**config.mk**
```make
export PLATFORM = sky130hd
export DESIGN_NAME = div_unit
export DESIGN_NICKNAME = d
export VERILOG_FILES = /design/src/rtl/div_unit_pkg.sv /design/src/rtl/div_step.sv /design/src/rtl/div_unit.sv
export SDC_FILE = /design/constraint.sdc
export NUM_CORES = 1
export LEC_CHECK = 0
export ABC_AREA = 1
export BUFFER_PORTS_ARGS = -buffer_cell sky130_fd_sc_hd__buf_4
export CAP_MARGIN = 20
export CORE_ASPECT_RATIO = 1.4
export CORE_UTILIZATION = 55
export CTS_CLUSTER_DIAMETER = 30
export CTS_CLUSTER_SIZE = 12
export DETAILED_ROUTE_END_ITERATION = 8
export HOLD_SLACK_MARGIN = 0.02
export PLACE_DENSITY = 0.77
export SETUP_SLACK_MARGIN = 0.02
export SLEW_MARGIN = 20
export SYNTH_ARGS = -nofsm -noshare
export SYNTH_HDL_FRONTEND = slang
export SYNTH_SLANG_ARGS = --single-unit
```
**constraint.sdc**
```tcl
create_clock -name clk -period 3.4 [get_ports clk]
set_input_delay 0 -clock clk [delete_from_list [all_inputs] [get_ports clk]]
set_output_delay 0 -clock clk [all_outputs]
set_load 0.005 [all_outputs]
```
**src/rtl/div_unit_pkg.sv**
```systemverilog
// Shared constants and types for the iterative restoring divider.
package div_unit_pkg;

    // One-hot div_op bit positions
    localparam int unsigned DIV_W  = 0;
    localparam int unsigned DIV_WU = 1;
    localparam int unsigned MOD_W  = 2;
    localparam int unsigned MOD_WU = 3;

    localparam logic [31:0] DIV_ZERO_RESULT = 32'hFFFF_FFFF;

    typedef enum logic [1:0] {
        StIdle = 2'd0,
        StCalc = 2'd1,
        StDone = 2'd2
    } div_state_e;

endpackage

```
**src/rtl/div_step.sv**
```systemverilog
// One restoring-division iteration: shift in a dividend bit, trial subtract, restore on borrow.
module div_step #(
    parameter int unsigned WIDTH = 32
) (
    input  logic [WIDTH-1:0] rem_i,
    input  logic             msb_i,
    input  logic [WIDTH-1:0] divisor_i,
    output logic [WIDTH-1:0] rem_o,
    output logic             q_bit_o
);

    logic [WIDTH:0] shifted;
    logic [WIDTH:0] diff;

    always_comb begin
        shifted = {rem_i, msb_i};
        diff    = shifted - {1'b0, divisor_i};
        // rem_i < divisor keeps a successful difference below 2^WIDTH, so the top bit is the borrow
        q_bit_o = ~diff[WIDTH];
        rem_o   = q_bit_o ? diff[WIDTH-1:0] : shifted[WIDTH-1:0];
    end

endmodule

```
**src/rtl/div_unit.sv**
```systemverilog
// Iterative radix-2 restoring divider for div.w/div.wu/mod.w/mod.wu with valid/ready ports.
module div_unit
    import div_unit_pkg::*;
#(
    parameter int unsigned WIDTH = 32
) (
    input  logic             clk,
    input  logic             rst,
    input  logic             req_valid,
    output logic             req_ready,
    input  logic [3:0]       div_op,
    input  logic [WIDTH-1:0] x,
    input  logic [WIDTH-1:0] y,
    input  logic             flush,
    output logic             resp_valid,
    input  logic             resp_ready,
    output logic [WIDTH-1:0] result
);

    localparam int unsigned    CW      = $clog2(WIDTH);
    localparam logic [CW-1:0]  LastCnt = CW'(WIDTH - 1);

    div_state_e       state_q, state_d;
    logic [CW-1:0]    cnt_q, cnt_d;
    logic [WIDTH-1:0] rem_q, rem_d;
    logic [WIDTH-1:0] quo_q, quo_d;
    logic [WIDTH-1:0] dvs_q, dvs_d;
    logic [WIDTH-1:0] result_q, result_d;
    logic             sx_q, sx_d, sy_q, sy_d, mod_q, mod_d, dz_q, dz_d;

    logic [WIDTH-1:0] step_rem;
    logic             step_q;
    logic             is_signed;
    logic [WIDTH-1:0] q_fin, q_fix, r_fix;

    div_step #(
        .WIDTH (WIDTH)
    ) u_step (
        .rem_i     (rem_q),
        .msb_i     (quo_q[WIDTH-1]),
        .divisor_i (dvs_q),
        .rem_o     (step_rem),
        .q_bit_o   (step_q)
    );

    always_comb begin
        state_d  = state_q;
        cnt_d    = cnt_q;
        rem_d    = rem_q;
        quo_d    = quo_q;
        dvs_d    = dvs_q;
        result_d = result_q;
        sx_d     = sx_q;
        sy_d     = sy_q;
        mod_d    = mod_q;
        dz_d     = dz_q;

        req_ready  = (state_q == StIdle);
        resp_valid = (state_q == StDone);

        is_signed = div_op[DIV_W] | div_op[MOD_W];
        q_fin     = {quo_q[WIDTH-2:0], step_q};
        q_fix     = (sx_q ^ sy_q) ? -q_fin : q_fin;
        // With a zero divisor every trial succeeds and the remainder ends as |x|; after the
        // sign fixup it equals the original x, so only the quotient needs the override.
        r_fix     = sx_q ? -step_rem : step_rem;

        if (flush) begin
            state_d = StIdle;
        end else begin
            unique case (state_q)
                StIdle: begin
                    if (req_valid) begin
                        sx_d    = is_signed & x[WIDTH-1];
                        sy_d    = is_signed & y[WIDTH-1];
                        mod_d   = div_op[MOD_W] | div_op[MOD_WU];
                        quo_d   = (is_signed & x[WIDTH-1]) ? -x : x;
                        dvs_d   = (is_signed & y[WIDTH-1]) ? -y : y;
                        rem_d   = '0;
                        cnt_d   = '0;
                        dz_d    = (y == '0);
                        state_d = StCalc;
                    end
                end
                StCalc: begin
                    rem_d = step_rem;
                    quo_d = q_fin;
                    cnt_d = cnt_q + 1'b1;
                    if (cnt_q == LastCnt) begin
                        cnt_d    = '0;
                        result_d = mod_q ? r_fix : (dz_q ? WIDTH'(DIV_ZERO_RESULT) : q_fix);
                        state_d  = StDone;
                    end
                end
                StDone: begin
                    if (resp_ready) state_d = StIdle;
                end
                default: state_d = StIdle;
            endcase
        end
    end

    always_ff @(posedge clk or negedge rst) begin
        if (!rst) begin
            state_q  <= StIdle;
            cnt_q    <= '0;
            rem_q    <= '0;
            quo_q    <= '0;
            dvs_q    <= '0;
            result_q <= '0;
            sx_q     <= 1'b0;
            sy_q     <= 1'b0;
            mod_q    <= 1'b0;
            dz_q     <= 1'b0;
        end else begin
            state_q  <= state_d;
            cnt_q    <= cnt_d;
            rem_q    <= rem_d;
            quo_q    <= quo_d;
            dvs_q    <= dvs_d;
            result_q <= result_d;
            sx_q     <= sx_d;
            sy_q     <= sy_d;
            mod_q    <= mod_d;
            dz_q     <= dz_d;
        end
    end

    assign result = result_q;

endmodule
```
==> flow_metrics.py <==
metrics = {
    "logic_synthesis": {
        "yosysSeqAreaShare_pct": 28.4,
        "synth_edf_count": 0,
        "synthArstFlopShare_pct": 100,
        "ys_types": 50,
        "synth_top_family_by_area": "simple AND/OR/NAND/NOR gates",
        "avgSynthCellArea_um2": 6.42,
        "ys_ff_latch": 139,
        "syn_nets": 2023,
        "netlist_instances": 1911,
        "synth_compound_area_share_pct": 16.7,
        "yosysWarnings": 0,
        "synthXorXnorAreaFrac_pct": 4.50,
        "synth_area_um2": 12300,
        "synth-simple-area-share_pct": 35.4,
        "synthFlopType": "dfrtp_1",
        "synth_fa_ha_area_share_pct": 4.04,
        "muxShareOfSynthArea_pct": 0,
    },
    "pwr": {
        "leakagePower_nw": 8.35,
        "peakVddDrop_uv": 729,
        "clock_power_share_pct": 10.5,
        "seqPwrFrac_pct": 13.4,
        "p_int_mw": 8.51,
        "power.switching_mw": 9.23,
        "combinationalPowerShare_pct": 76.1,
        "cellPowerDensity_nw_per_um2": 1090,
        "sw_frac_of_total_pct": 52.0,
    },
    "die": {
        "die_h_um": 179,
        "die_x_um": 128,
        "start_util_pct": 56.1,
        "core_um2": 21900,
        "num_rows": 64,
        "io_pins": 107,
        "die_area_um2": 22900,
    },
    "detailed_routing": {
        "drt_first_iter_violations": 876,
        "wire_per_inst_um": 17.8,
        "viasPerCell": 5.61,
        "ant_nets": 0,
        "num_vias": 14200,
        "remaining_drc_errors": 0,
        "wl_um": 44900,
        "drt-pass1-iter-count": 6,
    },
    "placement": {
        "routabilityCongestion": 0.986,
        "hpwl_um": 33300,
        "port_buffers": 105,
    },
    "timing": {
        "finalSetupViolations": 0,
        "rsz0062_at_grt": "yes",
        "final-hold-violation-count": 0,
        "fmaxAchievable_ghz": 0.296,
        "worst_pin_slew_ps": 957,
        "finalClockSkew_ps": 12.3,
        "slew_viol_final": 0,
        "finalCritPeriodShare_pct": 99.5,
        "slew_headroom_pct": 36.2,
        "setup_tns_ps": 0,
        "period_needed_ps": 3380,
    },
    "global_route": {
        "grt_start_max_net_pins": 89,
        "grt_pass1_vias": 13900,
        "grt_overflow_total": 0,
        "grt.total_usage_pct": 39.6,
        "grt_antenna_before_repair": 0,
        "grt_pass1_wl_um": 69000,
    },
    "worst_setup_path": {
        "crit_top_cell": "nand2_1",
        "cp_max_fo": 5,
        "cpPeakStageDelay_ps": 390,
        "crit_slowest_cell": "dfrtp_1",
        "path_cells": "inv_1 -> ha_1 -> nand2_1 -> nand2_1 -> nand2_1 -> nand2_1 -> nand2_1 -> nand2_2 -> a21oi_4 -> buf_4 -> nand3_4 -> nand2_8 -> clkbuf_16 -> nand2_1 -> nand2_4 -> nand4_1 -> nor2_1 -> nand3_1 -> nand3_1 -> nand3_2 -> a21oi_2",
        "cp-start-kind": "flip-flop",
        "crit_arrival_ps": 3750,
        "cp.required_ps": 3760,
        "rr_worst_depth": 21,
        "crit_type": "flip-flop to flip-flop",
        "worstSetupEndpointType": "flip-flop",
    },
    "cells_and_area": {
        "syn2layout_area_growth_pct": 33.2,
        "final_core_util_pct": 74.7,
        "ff_latch_area_um2": 3480,
        "antennaDiodeCount": 0,
        "drive_above_1_share_pct": 22.6,
        "multi_input_area_um2": 7980,
        "fillCellCount": 1775,
        "layout.nets": 2327,
    },
    "hold_path": {
        "hold_depth": 4,
        "hold_path.class": "primary input to flip-flop",
    },
    "clock_network": {
        "numCtsBuffers": 17,
        "ctsLongestPathBuffers": 2,
        "ctsHtreeMaxLevel": 4,
        "tritoncts": "done",
        "cts_root_buffer": "clkbuf_16",
        "cts_sinks": 139,
        "path_clk_slew_ps": 60,
        "clk_latency_ps": 440,
    },
    "job": {
        "drv_cap": 0,
    },
    "status": {
        "status": "completed",
    },
}
==> what timing repair did <==
item | 4_1_cts | 5_1_grt
hold buffers | 72 | 0
pin swaps | 8 | 58
hold endpoints to repair | 151 | 0
buffers inserted | 2 | 22
resized for setup | 16 | 134
endpoints found under the setup margin | 13 | 26
gates cloned | 0 | 2
==> final timing paths <==
path / endpoint / slack [ps] / startpoint
max in group asynchronous: quo_q[20] / 2440 / rst
min reg2reg: result[7] / 480 / result[7]
min: quo_q[7] / 20 / x[7]
max reg2reg: result[28] / 20 / dvs_q[17]
max: result[28] / 20 / dvs_q[17]
min in group asynchronous: rem_q[23] / 180 / rst
==> power by group through the flow <==
| stage | sequential [mW] | clock [mW] | combinational (mW) |
|---|---|---|---|
| after floorplan | 2.23 | 0 | 7.26 |
| after global placement | 2.35 | 0 | 11.1 |
| after detailed placement | 2.36 | 0 | 11.2 |
| after CTS | 2.34 | 1.86 | 11.5 |
| after global routing | 2.40 | 1.94 | 14.6 |
| final | 2.37 | 1.86 | 13.5 |
==> critical path, delay by kind of cell, from the launching register on <==
family	cells	cell delay (ps)
and+or+nand+nor	15	1680
AOI/OAI and AO/OA	2	470
buffers and inverters	3	470
adders and majority gates	1	290
DFF	1	390
==> area by class of cell <==
class | instances | area share, %
Multi-Input combinational cell | 1428 | 48.9
Sequential cell | 139 | 21.3
Clock buffer | 19 | 2.65
Inverter | 287 | 6.61
Tap cell | 297 | 2.28
Timing Repair Buffer | 342 | 17.4
Clock inverter | 13 | 0.873
==> registers in the layout, indices dropped and copies added, names as in the netlist <==
register and flops:
quo_q 32, rem_q 32, mod_q 1, sx_q 1
state_q 2, cnt_q 5, dvs_q 32, sy_q 1
dz_q 1, result 32
==> cell families after synthesis <==
logic type,count (synthesis)
adder cells (fa/ha/maj),39
AND/OR/NAND/NOR,967
AO/OA/AOI/OAI,358
buffers and inverters,345
XOR/XNOR,63
flip-flops,139
==> per-stage QoR <==
| stage | instance area [um^2] | hold slack, ps | setup slack, ps | power (mW) | std cells |
|---|---|---|---|---|---|
| after global placement | 14200 | 116 | -62.6 | 13.5 | 2395 |
| after floorplan | 12300 | -296 | 28.4 | 9.49 | 1911 |
| after CTS | 15600 | 25.5 | 20.0 | 15.7 | 2501 |
| final | 16300 | 22.2 | 16.1 | 17.7 | 2525 |
| after detailed placement | 14200 | 112 | -90.5 | 13.6 | 2395 |
| after global routing | 16300 | 36.0 | -143 | 19.0 | 2525 |
==> cells in the mapped netlist (5+ instances only) <==
master | count | area share [%]
nand2_1 | 503 | 15
inv_1 | 280 | 8.6
nor2_1 | 178 | 5.4
o21ai_0 | 141 | 5.8
dfrtp_1 | 139 | 28
nand3_1 | 129 | 5.3
a21oi_1 | 101 | 4.1
xor2_1 | 45 | 3.2
clkbuf_1 | 44 | 1.3
nand2_2 | 42 | 2.1
ha_1 | 38 | 3.9
o22ai_1 | 36 | 1.8
nand4_1 | 27 | 1.4
nor3_1 | 26 | 1.1
o211ai_1 | 21 | 1.3
xnor2_1 | 18 | 1.3
nand2_4 | 17 | 1.6
nand3b_1 | 12 | 0.73
o31ai_1 | 12 | 0.73
o21ai_1 | 10 | 0.41
nor2_2 | 9 | 0.46
o21bai_1 | 8 | 0.49
a31oi_1 | 7 | 0.36
buf_2 | 6 | 0.24
nor4_1 | 5 | 0.26
==> placed cells by master, fill, tap and decap left out, drive strengths merged, types with 2 or more instances in the layout <==
cell           n
nand2        566
xnor2         18
o21bai         8
o21ai        156
inv          286
nand3b        12
a21boi         2
bufinv         2
nor4           5
o31ai         12
clkbuf        20
a21o           4
ha            38
o211ai        21
xor2          45
and2           3
a21oi        107
nor2         190
clkinv         8
or2            4
buf          269
a31oi          7
nand4         27
o22ai         36
clkinvlp       4
nor3          26
dlygate4sd3   72
nand3        134
dfrtp        139
a22o           2
==> layer usage <==
layer	vias to the layer above	track usage [%]	share of wire, %
met5	-	0	0
met4	0	33.9	9.5
met3	214	4.42	4.3
met2	570	71.1	50
met1	6580	41.0	36
li1	6791	-	-
Power figures use the tool's default switching activity.
